`config.mk`:
```
export PLATFORM = sky130hd
export DESIGN_NAME = serial_add_ctrl
export DESIGN_NICKNAME = d
export VERILOG_FILES = /design/src/rtl/serial_add_ctrl.sv
export SDC_FILE = /design/constraint.sdc
export NUM_CORES = 1
export LEC_CHECK = 0
export ABC_AREA = 1
export BUFFER_PORTS_ARGS = -buffer_cell sky130_fd_sc_hd__buf_2
export CAP_MARGIN = 40
export CORE_ASPECT_RATIO = 1.2
export CORE_MARGIN = 3
export CORE_UTILIZATION = 32
export CTS_CLUSTER_DIAMETER = 200
export DETAILED_ROUTE_END_ITERATION = 10
export PLACE_DENSITY = 0.55
export SLEW_MARGIN = 20
export SYNTH_ARGS = -nofsm -noshare
export SYNTH_HDL_FRONTEND = slang
export SYNTH_SLANG_ARGS = --single-unit
```
`constraint.sdc`:
```
create_clock -name clk -period 2.3 [get_ports clk]
set_clock_uncertainty 0.1 [all_clocks]
set_input_delay 0.46 -clock clk [delete_from_list [all_inputs] [get_ports clk]]
set_output_delay 0.46 -clock clk [all_outputs]
set_load 0.01 [all_outputs]
```
`src/rtl/serial_add_ctrl.sv`:
```
// Bit-serial add/subtract sequencer: one full-adder cell, one bit per clock, LSB first.
// Operands load on an accepted start; the result is presented on a one-cycle done pulse.
`timescale 1ns/1ps

module serial_add_fa (
    input  logic a,
    input  logic b,
    input  logic cin,
    output logic sum,
    output logic cout
);
    assign sum  = a ^ b ^ cin;
    assign cout = (a & b) | (cin & (a ^ b));
endmodule

module serial_add_ctrl #(
    parameter int WIDTH = 32
) (
    input  logic             clk,
    input  logic             reset,
    input  logic             start,
    input  logic             sub,
    input  logic [WIDTH-1:0] a,
    input  logic [WIDTH-1:0] b,
    output logic             busy,
    output logic             done,
    output logic [WIDTH-1:0] sum,
    output logic             cout,
    output logic             overflow
);
    localparam int CW = $clog2(WIDTH);

    typedef enum logic [1:0] {
        IDLE = 2'd0,
        RUN  = 2'd1,
        DONE = 2'd2
    } state_t;

    state_t state_q, state_d;

    logic [WIDTH-1:0] sha_q, sha_d;
    logic [WIDTH-1:0] shb_q, shb_d;
    logic [WIDTH-2:0] res_q, res_d;
    logic [CW-1:0]    cnt_q, cnt_d;
    logic             carry_q, carry_d;
    logic [WIDTH-1:0] sum_q, sum_d;
    logic             cout_q, cout_d;
    logic             ovf_q, ovf_d;

    logic             fa_s;
    logic             fa_co;
    logic [WIDTH-1:0] res_cat;
    logic             last;
    logic             accept;

    serial_add_fa u_fa (
        .a   (sha_q[0]),
        .b   (shb_q[0]),
        .cin (carry_q),
        .sum (fa_s),
        .cout(fa_co)
    );

    // Result bits so far with the current cell sum on top; the shift register
    // keeps the upper WIDTH-1 bits, the full value becomes sum on the last edge.
    assign res_cat = {fa_s, res_q};
    assign last    = (cnt_q == CW'(WIDTH - 1));
    assign accept  = start && (state_q == IDLE || state_q == DONE);

    always_comb begin
        state_d = state_q;
        sha_d   = sha_q;
        shb_d   = shb_q;
        res_d   = res_q;
        cnt_d   = cnt_q;
        carry_d = carry_q;
        sum_d   = sum_q;
        cout_d  = cout_q;
        ovf_d   = ovf_q;

        unique case (state_q)
            IDLE, DONE: begin
                if (accept) begin
                    sha_d   = a;
                    shb_d   = sub ? ~b : b;
                    carry_d = sub;
                    cnt_d   = '0;
                    state_d = RUN;
                end else begin
                    state_d = IDLE;
                end
            end
            RUN: begin
                sha_d   = sha_q >> 1;
                shb_d   = shb_q >> 1;
                res_d   = res_cat[WIDTH-1:1];
                carry_d = fa_co;
                if (last) begin
                    sum_d   = res_cat;
                    cout_d  = fa_co;
                    ovf_d   = carry_q ^ fa_co;
                    state_d = DONE;
                end else begin
                    cnt_d = cnt_q + CW'(1);
                end
            end
            default: state_d = IDLE;
        endcase
    end

    always_ff @(posedge clk) begin
        if (reset) begin
            state_q <= IDLE;
            sha_q   <= '0;
            shb_q   <= '0;
            res_q   <= '0;
            cnt_q   <= '0;
            carry_q <= 1'b0;
            sum_q   <= '0;
            cout_q  <= 1'b0;
            ovf_q   <= 1'b0;
        end else begin
            state_q <= state_d;
            sha_q   <= sha_d;
            shb_q   <= shb_d;
            res_q   <= res_d;
            cnt_q   <= cnt_d;
            carry_q <= carry_d;
            sum_q   <= sum_d;
            cout_q  <= cout_d;
            ovf_q   <= ovf_d;
        end
    end

    assign busy     = (state_q == RUN);
    assign done     = (state_q == DONE);
    assign sum      = sum_q;
    assign cout     = cout_q;
    assign overflow = ovf_q;
endmodule

```
==> flow_summary.ini <==
[synth]
synth.distinct_cells = 21
yosysMostFrequentCell = nand2_1
synth-async-reset-ratio_pct = 0
avgSynthCellArea_um2 = 7.00
syn_area_mm2 = 0.00587
yosysSeqAreaShare_pct = 46.7
synth_top_cell_area_share_pct = 46.7
ys_ff_latch = 137
ys.flop_type = dfxtp_1
ys.warnings.count = 0
ys_top_cells_by_count = nand2_1 (225), dfxtp_1 (137), nand3_1 (107)
synth_nets = 909
synth_area_leaders = dfxtp_1 (47%), nand2_1 (14%), nand3_1 (9.1%), nor2_1 (6.1%), a21oi_1 (4.7%)
synth_cells = 838
synth_edf_count = 0
synth.largest_area_cell = dfxtp_1

[setup_path]
critPathKind = register to output port
critical_path_arrival_ns = 1.50
slowest_stage = dfxtp_1
startpoint_type = register
critPathMaxFanout = 13
cp-end-kind = output port
worstPathCellList = inv_2 > nor2_4 > buf_2
path_delay_family = flip-flops
cp.buffers_inverters = 2
cpPeakStageDelay_ns = 0.46
required_ns = 1.74

[grt]
grt_use_total_pct = 14.5
grt_pass1_vias = 4826
grt_pass1_wl_um = 23500
grt_max_degree = 67
grt-ovfl-total = 0
antenna_found_initial = 0

[sta]
tns_ns = 0
period_share_pct = 89.6
drv_slew = 0
tightest_slew_ns = 0.621
max_freq_mhz = 485
grt_setup_unrepaired = no
setup_viol = 0
period_needed_ns = 2.06
timing_hold_violations_final = 0
slew_headroom_pct = 58.6

[drt]
wl_um = 14000
wl_per_cell_um = 12.2
initialDrtViolationCount = 211
viasPerCell = 4.63
first_pass_iters = 5
vias = 5315
drc = 0
drtAntennaViolNets = 0

[die]
core_area_mm2 = 0.0178
die_w_um = 130
rows = 53
top_level_ports = 104
dieArea_mm2 = 0.0200
die_h_um = 154
initial_core_util_pct = 33.0

[power]
power_density_mw_per_mm2 = 810
ir_drop_mv = 0.513
p_leak_nw = 3.51

[placed_design]
place_inst = 1118
place_congestion = 0.718
dp_hpwl_um = 8980
io_buffers = 103

[layout]
drive_gt1_share_pct = 19.4
utilization_pct = 39.9
nFillCells = 1948
diodes = 0
final_cells = 1149
fin_nets = 988
synthToLayoutAreaGrowth_pct = 20.8

[clock_network]
cts_tree = yes
worstSkewPairLatency_ns = 0.42
clk_pin_slew_ns = 0.06
cts_setup_buffers = 0
cts_buffers = 17
cts.sinks = 137
root_buffer = clkbuf_16
cts.htree.levels = 4
cts_max_path_buffers = 2

[worst_hold_path]
hold_path.class = input pin to register

[status]
outcome = finished clean

[flow_run]
cap_violations = 0
==> worst reg2reg max path, stage by stage, from the launching register on <==
cell	delay, ns
dfxtp_1	0.36
ha_1	0.18
nand2_1	0.07
nor2_1	0.09
ha_1	0.17
inv_1	0.07
nor2_2	0.27
inv_1	0.07
buf_4	0.25
nand3_1	0.12
o21ai_0	0.08
==> report_power, final <==
group	leakage, nW	total [W]	internal, W	switching (W)
Clock	0.273	0.00254	0.00156	0.000981
Sequential	1.12	0.00258	0.00251	0.0000713
Combinational	2.11	0.000623	0.000238	0.000385
==> worst paths after layout <==
path | from | cells past startpoint | slack [ns] | endpoint
hold reg to reg | shb_q[31] | 2 | 0.36 | shb_q[31]
setup reg to reg | cnt_q[0] | 10 | 0.36 | sum[13]
setup / recovery | state_q[0] | 3 | 0.24 | busy
hold / removal | a[31] | 3 | 0.20 | sha_q[31]
==> what timing repair did <==
item / CTS / global route
endpoints found under the setup margin: 0 / 1
hold buffers: 0 / 0
resized for setup: 0 / 1
==> placed cells by master (no fill, tap or decap) <==
cell type,count
clkbuf_16,17
a211oi_1,14
nand3_1,107
or2_1,1
ha_1,2
buf_2,103
dfxtp_1,137
nand2_2,2
bufinv_16,1
nor2_4,2
clkinvlp_4,1
fa_1,1
inv_2,4
buf_12,3
clkinv_4,1
clkinv_2,5
clkbuf_8,3
nor2_1,95
inv_1,59
o21ai_0,51
clkbuf_1,3
or2_2,25
nand2_1,223
a21oi_1,55
buf_4,12
nor2_2,1
xnor2_1,1
==> cell type report <==
class	count	area, um^2	share of cell area [%]
Clock buffer	23	478	6.74
Clock inverter	8	71.3	1.01
Inverter	63	236	3.33
Multi-Input combinational cell	580	2620	37.0
Sequential cell	137	2740	38.7
Tap cell	220	275	3.88
Timing Repair Buffer	118	666	9.39
==> metal layers <==
layer / up-vias / track usage [%] / share of wire [%]
li1: 2829 / - / -
met1: 2376 / 19.3 / 49
met2: 90 / 22.5 / 46
met3: 20 / 3.42 / 3.8
met4: 0 / 5.69 / 1.8
met5: - / 0 / 0
==> metrics by stage <==
step                      total power, W  hold slack (ns)  area (um^2)  setup WS, ns
after floorplan                  0.00308            0.339         5870         0.694
after global placement           0.00326            0.348         6540         0.356
after detailed placement         0.00327            0.356         6540         0.280
after CTS                        0.00583            0.176         7090         0.179
after global routing             0.00604            0.186         7090        0.0927
final                            0.00574            0.195         7090         0.238
==> sequential cells by signal, summed over array words and instances, names as in the netlist <==
signal    flops
carry_q       1
cnt_q         5
cout          1
overflow      1
res_q        31
sha_q        32
shb_q        32
state_q       2
sum          32
==> cell families (layout without fill, tap and decap cells) <==
logic type,after synthesis,in the layout,share of synthesized area [%]
compound gates,120,120,10.8
xor+xnor,1,1,0.149
fa+ha+maj,3,3,0.767
buf+inv,121,212,8.80
flops,137,137,46.7
simple gates,456,456,32.7
No activity file was read; power rests on OpenSTA's default activity.
